$ cat src/rtl/systolic_array_ws.sv
// Weight-stationary ROWSxCOLS signed MAC array with input skew, output deskew,
// a weight-load FSM and valid/ready handshakes that stall the whole pipeline.
// Optional feature macro: SYSTOLIC_SAT_EN clamps each column result to the signed
// OUT_W range instead of keeping the low OUT_W bits of the partial sum.
module systolic_array_ws #(
    parameter int unsigned ROWS   = 3,
    parameter int unsigned COLS   = 3,
    parameter int unsigned DATA_W = 13,
    parameter int unsigned PSUM_W = 32,
    parameter int unsigned OUT_W  = 16
) (
    input  logic                     clk,
    input  logic                     reset,
    input  logic                     w_valid,
    output logic                     w_ready,
    input  logic [COLS*DATA_W-1:0]   w_data,
    input  logic                     a_valid,
    output logic                     a_ready,
    input  logic [ROWS*DATA_W-1:0]   a_data,
    output logic                     y_valid,
    input  logic                     y_ready,
    output logic [COLS*OUT_W-1:0]    y_data,
    output logic                     busy
);

    localparam int unsigned LAT    = ROWS + COLS - 1;
    localparam int unsigned WROW_W = (ROWS > 1) ? $clog2(ROWS) : 1;
    localparam int unsigned INF_W  = $clog2(ROWS + COLS + 1);

`ifdef SYSTOLIC_SAT_EN
    localparam logic signed [PSUM_W-1:0] SAT_MAX =
        {{(PSUM_W - OUT_W + 1){1'b0}}, {(OUT_W - 1){1'b1}}};
    localparam logic signed [PSUM_W-1:0] SAT_MIN = ~SAT_MAX;
`endif

    typedef enum logic [1:0] {StLoad, StCompute, StDrain} state_e;

    state_e                   r_state;
    state_e                   w_state_nxt;
    logic [WROW_W-1:0]        r_wrow;
    logic [INF_W-1:0]         r_inflight;
    logic signed [DATA_W-1:0] r_w [ROWS][COLS];
    logic [LAT-1:0]           r_vld;

    logic                     w_step;
    logic                     w_a_acc;
    logic                     w_y_acc;
    logic                     w_w_acc;
    logic [ROWS*DATA_W-1:0]   w_a_gated;
    logic signed [DATA_W-1:0] w_ain  [ROWS][COLS];
    logic signed [PSUM_W-1:0] w_pin  [ROWS][COLS];
    logic signed [OUT_W-1:0]  w_ybot [COLS];

    // Column psum to output element: clamp or wrap depending on build.
    function automatic logic signed [OUT_W-1:0] to_out(input logic signed [PSUM_W-1:0] p);
`ifdef SYSTOLIC_SAT_EN
        if (p > SAT_MAX) begin
            return OUT_W'(SAT_MAX);
        end else if (p < SAT_MIN) begin
            return OUT_W'(SAT_MIN);
        end
        return OUT_W'(p);
`else
        return OUT_W'(p);
`endif
    endfunction

    assign y_valid   = r_vld[LAT-1];
    assign w_step    = !y_valid || y_ready;
    assign w_a_acc   = a_valid && a_ready;
    assign w_y_acc   = y_valid && y_ready;
    assign w_w_acc   = w_valid && w_ready;
    assign busy      = (r_inflight != '0);
    // Unaccepted steps inject zero bubbles.
    assign w_a_gated = w_a_acc ? a_data : '0;

    // FSM next state and handshake outputs.
    always_comb begin
        w_state_nxt = r_state;
        w_ready     = 1'b0;
        a_ready     = 1'b0;
        unique case (r_state)
            StLoad: begin
                w_ready = 1'b1;
                if (w_valid && (r_wrow == WROW_W'(ROWS - 1))) begin
                    w_state_nxt = StCompute;
                end
            end
            StCompute: begin
                // A pending weight reload wins over a new activation.
                a_ready = w_step && !w_valid;
                if (w_valid) begin
                    w_state_nxt = StDrain;
                end
            end
            StDrain: begin
                if (r_inflight == '0) begin
                    w_state_nxt = StLoad;
                end
            end
            default: w_state_nxt = StLoad;
        endcase
    end

    // FSM state register.
    always_ff @(posedge clk) begin
        if (reset) begin
            r_state <= StLoad;
        end else begin
            r_state <= w_state_nxt;
        end
    end

    // Weight row pointer.
    always_ff @(posedge clk) begin
        if (reset) begin
            r_wrow <= '0;
        end else if (w_w_acc) begin
            r_wrow <= (r_wrow == WROW_W'(ROWS - 1)) ? '0 : r_wrow + 1'b1;
        end
    end

    // Stationary weights, written one row per accepted beat.
    always_ff @(posedge clk) begin
        if (reset) begin
            for (int r = 0; r < ROWS; r++) begin
                for (int c = 0; c < COLS; c++) begin
                    r_w[r][c] <= '0;
                end
            end
        end else if (w_w_acc) begin
            for (int r = 0; r < ROWS; r++) begin
                if (r_wrow == WROW_W'(r)) begin
                    for (int c = 0; c < COLS; c++) begin
                        r_w[r][c] <= w_data[c*DATA_W +: DATA_W];
                    end
                end
            end
        end
    end

    // Vectors accepted but not yet taken downstream.
    always_ff @(posedge clk) begin
        if (reset) begin
            r_inflight <= '0;
        end else if (w_a_acc && !w_y_acc) begin
            r_inflight <= r_inflight + 1'b1;
        end else if (!w_a_acc && w_y_acc) begin
            r_inflight <= r_inflight - 1'b1;
        end
    end

    generate
        if (LAT == 1) begin : g_vld_one
            // Valid bit travelling alongside the single pipeline stage.
            always_ff @(posedge clk) begin
                if (reset) begin
                    r_vld <= '0;
                end else if (w_step) begin
                    r_vld <= w_a_acc;
                end
            end
        end else begin : g_vld_chain
            // Valid bit travelling alongside skew, array and deskew.
            always_ff @(posedge clk) begin
                if (reset) begin
                    r_vld <= '0;
                end else if (w_step) begin
                    r_vld <= {r_vld[LAT-2:0], w_a_acc};
                end
            end
        end

        for (genvar r = 0; r < ROWS; r++) begin : g_skew
            if (r == 0) begin : g_direct
                assign w_ain[0][0] = w_a_gated[0 +: DATA_W];
            end else begin : g_delay
                logic signed [DATA_W-1:0] r_sk [r];
                // Row r input delayed r steps.
                always_ff @(posedge clk) begin
                    if (reset) begin
                        for (int k = 0; k < r; k++) begin
                            r_sk[k] <= '0;
                        end
                    end else if (w_step) begin
                        r_sk[0] <= w_a_gated[r*DATA_W +: DATA_W];
                        for (int k = 1; k < r; k++) begin
                            r_sk[k] <= r_sk[k-1];
                        end
                    end
                end
                assign w_ain[r][0] = r_sk[r-1];
            end
        end

        for (genvar c = 0; c < COLS; c++) begin : g_top
            assign w_pin[0][c] = '0;
        end

        for (genvar r = 0; r < ROWS; r++) begin : g_row
            for (genvar c = 0; c < COLS; c++) begin : g_cell
                logic signed [2*DATA_W-1:0] w_prod;
                logic signed [PSUM_W-1:0]   w_sum;

                assign w_prod = w_ain[r][c] * r_w[r][c];
                assign w_sum  = w_pin[r][c] + PSUM_W'(w_prod);

                if (c < COLS - 1) begin : g_aout
                    logic signed [DATA_W-1:0] r_a;
                    // Activation passes right.
                    always_ff @(posedge clk) begin
                        if (reset) begin
                            r_a <= '0;
                        end else if (w_step) begin
                            r_a <= w_ain[r][c];
                        end
                    end
                    assign w_ain[r][c+1] = r_a;
                end

                if (r < ROWS - 1) begin : g_pout
                    logic signed [PSUM_W-1:0] r_p;
                    // Partial sum passes down.
                    always_ff @(posedge clk) begin
                        if (reset) begin
                            r_p <= '0;
                        end else if (w_step) begin
                            r_p <= w_sum;
                        end
                    end
                    assign w_pin[r+1][c] = r_p;
                end else begin : g_yout
                    logic signed [OUT_W-1:0] r_y;
                    // Bottom row registers the converted column result.
                    always_ff @(posedge clk) begin
                        if (reset) begin
                            r_y <= '0;
                        end else if (w_step) begin
                            r_y <= to_out(w_sum);
                        end
                    end
                    assign w_ybot[c] = r_y;
                end
            end
        end

        for (genvar c = 0; c < COLS; c++) begin : g_dsk
            localparam int unsigned D = COLS - 1 - c;
            if (D == 0) begin : g_none
                assign y_data[c*OUT_W +: OUT_W] = w_ybot[c];
            end else begin : g_delay
                logic signed [OUT_W-1:0] r_dk [D];
                // Column c delayed so all columns of a vector leave together.
                always_ff @(posedge clk) begin
                    if (reset) begin
                        for (int k = 0; k < D; k++) begin
                            r_dk[k] <= '0;
                        end
                    end else if (w_step) begin
                        r_dk[0] <= w_ybot[c];
                        for (int k = 1; k < D; k++) begin
                            r_dk[k] <= r_dk[k-1];
                        end
                    end
                end
                assign y_data[c*OUT_W +: OUT_W] = r_dk[D-1];
            end
        end
    endgenerate

endmodule

$ cat config.mk
export PLATFORM = sky130hd
export DESIGN_NAME = systolic_array_ws
export DESIGN_NICKNAME = d
export VERILOG_FILES = /design/src/rtl/systolic_array_ws.sv
export SDC_FILE = /design/constraint.sdc
export NUM_CORES = 2
export LEC_CHECK = 0
export CAP_MARGIN = 20
export CORE_ASPECT_RATIO = 0.6
export CORE_MARGIN = 3
export CORE_UTILIZATION = 55
export DETAILED_ROUTE_END_ITERATION = 8
export GPL_ROUTABILITY_DRIVEN = 1
export MAX_ROUTING_LAYER = met4
export PLACE_DENSITY = 0.72
export SLEW_MARGIN = 25
export SYNTH_ARGS = -nofsm -noshare
export SYNTH_HDL_FRONTEND = slang
export SYNTH_SLANG_ARGS = --single-unit
$ cat constraint.sdc
create_clock -name clk -period 7.6 [get_ports clk]
set_clock_uncertainty 0.2 [all_clocks]
set_input_delay 0.76 -clock clk [delete_from_list [all_inputs] [get_ports clk]]
set_output_delay 0.76 -clock clk [all_outputs]
set_load 0.01 [all_outputs]
# After elaboration in Yosys (flattened, before gate mapping)
# Memories as Yosys holds them, arrays and structs flattened.
# Cells that the tools add are included.
# classes
n_addsub,9
n_mul,9
eq_ne,7
mux,44
n_bitwise,13
n_reduce_logical,20
# ops
operator,n
$mux 13,12
$mul 13x13->16,9
$add 16x16->16,6
$mux 16,3
$mux 39,1
$mux 1,21
$reduce_or 16->1,1
$or 1x1->1,13
$reduce_or 13->1,1
$mux 2,4
$logic_and 1x1->1,7
$mux 3,2
$ne 2x2->1 const B,3
$pmux 2 s3,1
$eq 2x1->1 const B,2
$eq 2x2->1 const B,2
$logic_not 1->1,4
$logic_not 2->1,2
$add 3x1->3 const B,1
$logic_not 3->1,1
$reduce_and 3->1,1
$reduce_bool 3->1,1
$sub 3x1->3 const B,1
$add 2x1->2 const B,1
other kinds (2),2
# word_totals
regBits,234
ram_bits,204
in_bits,83
out_inout_bits,52
word_cells,126
n_memories,5
# memory_table
memory,words,width,rd,rd_clocked_by_memory_dff,write_ports,line_no,text
r_w,3,39,3,0,3,42,logic signed [DATA_W-1:0] r_w [ROWS][COLS];
g_dsk[0].g_delay.r_dk,2,16,2,0,2,252,logic signed [OUT_W-1:0] r_dk [D];
g_skew[2].g_delay.r_sk,2,13,2,0,2,178,logic signed [DATA_W-1:0] r_sk [r];
g_dsk[1].g_delay.r_dk,1,16,1,0,1,252,
g_skew[1].g_delay.r_sk,1,13,1,0,1,178,

# Depth between registers and ports, before layout
# logic_depth
word_depth,9
mapped_depth,24
ltp_nobuf,22

# Least setup slack after synthesis
# No wires, ideal clock.
# synth_path
path_type,input port to flip-flop
from,input port w_valid
to,register g_row[0].g_cell[0].g_pout.r_p[15]
setup_ps,62
arrival_time_ps,6395
required_ps,7338
setup_slack_ps,944
stages,21
path_buffers,2
cell_sequence,nand2b_1 > nor4b_2 > clkbuf_1 > clkbuf_1 > nand3_1 > fa_1 > fa_1 > inv_1 > fa_1 > fa_1 > fa_1 > fa_1 > ha_1 > o21ai_0 > o211a_1 > o31a_1 > o21ai_1 > or3_1 > a21boi_0 > a21oi_1 > nand3_1
# synth_via
elab_chain_cells,6
# synth_rtl
item,line_no,text
start: declaration,14,"input logic w_valid,"
$logic_not 1->1,91,a_ready = w_step && !w_valid;
$logic_and 1x1->1,91,
$mux 1,82,unique case (r_state)
$logic_and 1x1->1,70,assign w_a_acc = a_valid && a_ready;
$mux 39,75,assign w_a_gated = w_a_acc ? a_data : '0;
$mul 13x13->16,205,assign w_prod = w_ain[r][c] * r_w[r][c];
end signal: assignment,228,r_p <= w_sum;
end: declaration,222,logic signed [PSUM_W-1:0] r_p;
# No other way between the ends.
# A chain may end at the register's enable or synchronous reset.

# Worst setup path in the final report
# Ends and elaborated chain as after synthesis.

==> metrics.md <==
| Metric | Value |
|---|---|
| Outcome | finished clean |
| Postcts setup bufs | 0 |
| Post-synth EDFFs | around 200 |
| Peak Freq | between 100 and 150 MHz |
| Final setup fails | 0 |
| Mapped Cells | roughly 5300 |
| Iteration-0 DRC Markers | approximately 2400 |
| Max IR drop VDD | roughly 0.17 mV |
| # Max-Cap Violations | 0 |
| GRT busiest layer | met2 |
| Core area | 92100 um^2 |
| Die X | 400 um |
| CTS resizes | 0 |
| First-pass GRT wire length | 209000 um |
| Initial core utilization | roughly 56% |
| Final wirelength | 126000 um |
| # fillers | approximately 8000 |
| Setup TNS | 0 ps |
| Slew Limit Fails | 0 |
| Worst slew pin tran | between 900 and 1000 ps |
| Crit path time final | 7050 ps |
| Residual DRC | 0 |
| Pwr dens | approximately 100 nW/um^2 |
| # hold bufs at CTS | 0 |
| RD Place Congestion | 0.958 |
| Share of cells above drive strength 1 | between 2 and 3% |
| Vias | 35200 |
| Die span in y | roughly 240 um |
| Async S/R FF share, synth | 0% |
| Post-synthesis net count | roughly 6600 |
| Die ar. | between 90000 and 100000 um^2 |
| Clock Sinks | between 400 and 500 |
| Critical path data required time | about 8000 ps |
| Buffers on Ports | approximately 130 |
| Buf/Inv on CP | 4 |
| Commonest non-fill, non-tap cell in the layout | inv_1 |
| Leakage | ~0.026 uW |
| Initial antenna violation count | 3 |
| CP cell instances | clkdlybuf4s50_1 > nand2b_1 > nor4b_4 > buf_12 > nand3_1 > fa_1 > fa_1 > inv_1 > fa_1 > fa_1 > fa_1 > fa_1 > ha_1 > o21ai_0 > o211a_1 > o31a_1 > o21ai_1 > buf_4 > or3_1 > a21boi_0 > a21oi_1 > nand3_1 |
| Yosys reg bits | 438 |
| Worst skew pair latency | roughly 610 ps |
| Endpoints failing hold | 0 |
| Avg Synthesized Cell Area | slightly below 10 um^2 |
| Crit Path Category | in -> reg |
| Critical Path End Type | flip-flop |
| Synthesis-to-finish area growth | 7.50% |
| Most frequent cells in the layout | inv_1, fa_1, nand2_1 |
| CTS buffer count | 47 |
| M3 GR Usage | about 4.4% |
| Met1 Usage GRT | 40.8% |
| Met2 usage | between 40% and 50% |
| Clock transition at path regs | approximately 70 ps |
| Relative slew slack | between 30% and 40% |
| Rows | between 80 and 90 |
| Largest net degree at the start of global routing | roughly 190 |
| CP max stage cell | nor4b_4 |
| Hold Path Class | reg -> reg |
| Post-DP HPWL | ~100000 um |
| Via/cell ratio | roughly 5.4 |
| Synth unique cells | 66 |
| Top_reg_cell synth | dfxtp_1 |
| CTS tree | yes |
| CP peak stage delay | approximately 640 ps |
| Synth warn | 0 |
| Routed Antenna Nets | 0 |
| GRT Total Usage | 27.9% |
| Synthesized cell area | between 50000 and 60000 um^2 |
| Worst-path fanout max | 32 |
| CP top delay family | adder cells |
| Congestion Overflow GR | 0 |
| Root Buffer | clkbuf_16 |
| IO Pins | about 140 |
| Fin crit share | 92.8% |
| Crit start category | input port |
| Vias in the first global route | around 37000 |
| RSZ-0062 raised after global routing | no |
| DR WL/cell | between 15 and 20 um |
| Seq/Total Area, Yosys | 21.1% |
| Most frequent CP cell | fa_1 |
| Clk buf depth | 3 |
| Drt pass-1 iters | 6 |
| Fin nets | approximately 6600 |
| Final core utilization | 59.9% |
| WP data arrival | about 7400 ps |
| # H-tree levels | 2 |
[flip-flops by register name (all words and copies together), names as in the netlist]
signal / flops
r_inflight: 3
g_row.g_cell.g_aout.r_a: 78
r_state: 2
g_row.g_cell.g_yout.r_y: 48
g_dsk.g_delay.r_dk: 48
r_wrow: 2
g_row.g_cell.g_pout.r_p: 96
g_skew.g_delay.r_sk: 39
r_vld: 5
r_w: 117
[power by group]
group          leakage, uW  internal [uW]  switching, uW
Combinational       0.0212            291            376
Clock             0.000774           1360           1040
Sequential         0.00420           2550            174
[area by class of cell]
class                   instances  area (um^2)  share of cell area, %
flip-flops and latches        438        10800                   19.6
multi-input cells            3605        35800                   64.9
diodes                          8         20.0                 0.0363
clock inverters                25          265                  0.481
clock buffers                  63         1310                   2.38
repair buffers                177         1710                   3.11
well taps                    1232         1540                   2.80
inverters                     977         3670                   6.66
[path summary, 6_finish.rpt]
| check | from | endpoint | slack, ps | cells past startpoint |
|---|---|---|---|---|
| max | w_valid | g_row[0].g_cell[0].g_pout.r_p[15] | 550 | 22 |
| min | g_row[2].g_cell[0].g_yout.r_y[10] | g_row[2].g_cell[0].g_yout.r_y[10] | 250 | 2 |
| max reg2reg | r_state[0] | g_row[0].g_cell[0].g_pout.r_p[15] | 830 | 21 |
| min reg2reg | g_row[2].g_cell[0].g_yout.r_y[10] | g_row[2].g_cell[0].g_yout.r_y[10] | 250 | 2 |
[metrics by stage]
stage               total power, uW  instance area, um^2  cells  hold slack (ps)  setup WS (ps)
detailed placement             3430                53500   6429              238           17.3
CTS                            5850                55100   6517              253            619
global placement               3430                53500   6429              231           96.6
global route                   6030                55100   6519              270            230
floorplan                      3120                51300   5270              217            944
finish                         5790                55100   6525              251            549
[cell usage after synthesis (all sizes together) (8+ instances only)]
| library cell | n | share of area (%) |
|---|---|---|
| buf | 51 | 0.60 |
| and2 | 605 | 7.4 |
| nor2b | 23 | 0.28 |
| nor2 | 34 | 0.25 |
| inv | 977 | 7.2 |
| a21oi | 64 | 0.64 |
| and3 | 65 | 0.79 |
| xnor2 | 260 | 4.5 |
| nand2b | 32 | 0.39 |
| ha | 475 | 12 |
| a21o | 33 | 0.48 |
| o21ai | 133 | 1.3 |
| a22o | 118 | 2.0 |
| o21a | 13 | 0.19 |
| nor3 | 15 | 0.15 |
| nand2 | 727 | 5.3 |
| nand3 | 37 | 0.36 |
| edfxtp | 204 | 12 |
| a211oi | 8 | 0.12 |
| o21bai | 22 | 0.32 |
| xor2 | 63 | 1.1 |
| fa | 805 | 31 |
| dfxtp | 234 | 9.1 |
| a31oi | 10 | 0.13 |
| clkbuf | 199 | 1.5 |
[cell families (layout without fill, tap and decap cells)]
logic type | after synthesis | in the layout | synth area share, %
AND/OR/NAND/NOR | 1564 | 1564 | 15.3
XOR/XNOR | 323 | 323 | 5.53
adder cells (fa/ha/maj) | 1280 | 1280 | 43.0
AO/OA/AOI/OAI | 433 | 433 | 5.75
buffers and inverters | 1227 | 1242 | 9.22
multiplexers | 5 | 5 | 0.100
other | 0 | 8 | 0
flip-flops | 438 | 438 | 21.1
[tightest hold or removal path: cells and delay by family (launching register included)]
family           cells  cell delay, ps
flip-flops           1             320
AND/OR/NAND/NOR      1              40
AO/OA/AOI/OAI        1              50
[metal layers]
layer | vias to the layer above | wire length (um)
met5 | - | 0
met4 | 0 | 2460
met3 | 146 | 8850
met2 | 1108 | 55200
met1 | 17800 | 59500
li1 | 16100 | -
Power figures use the tool's default switching activity.
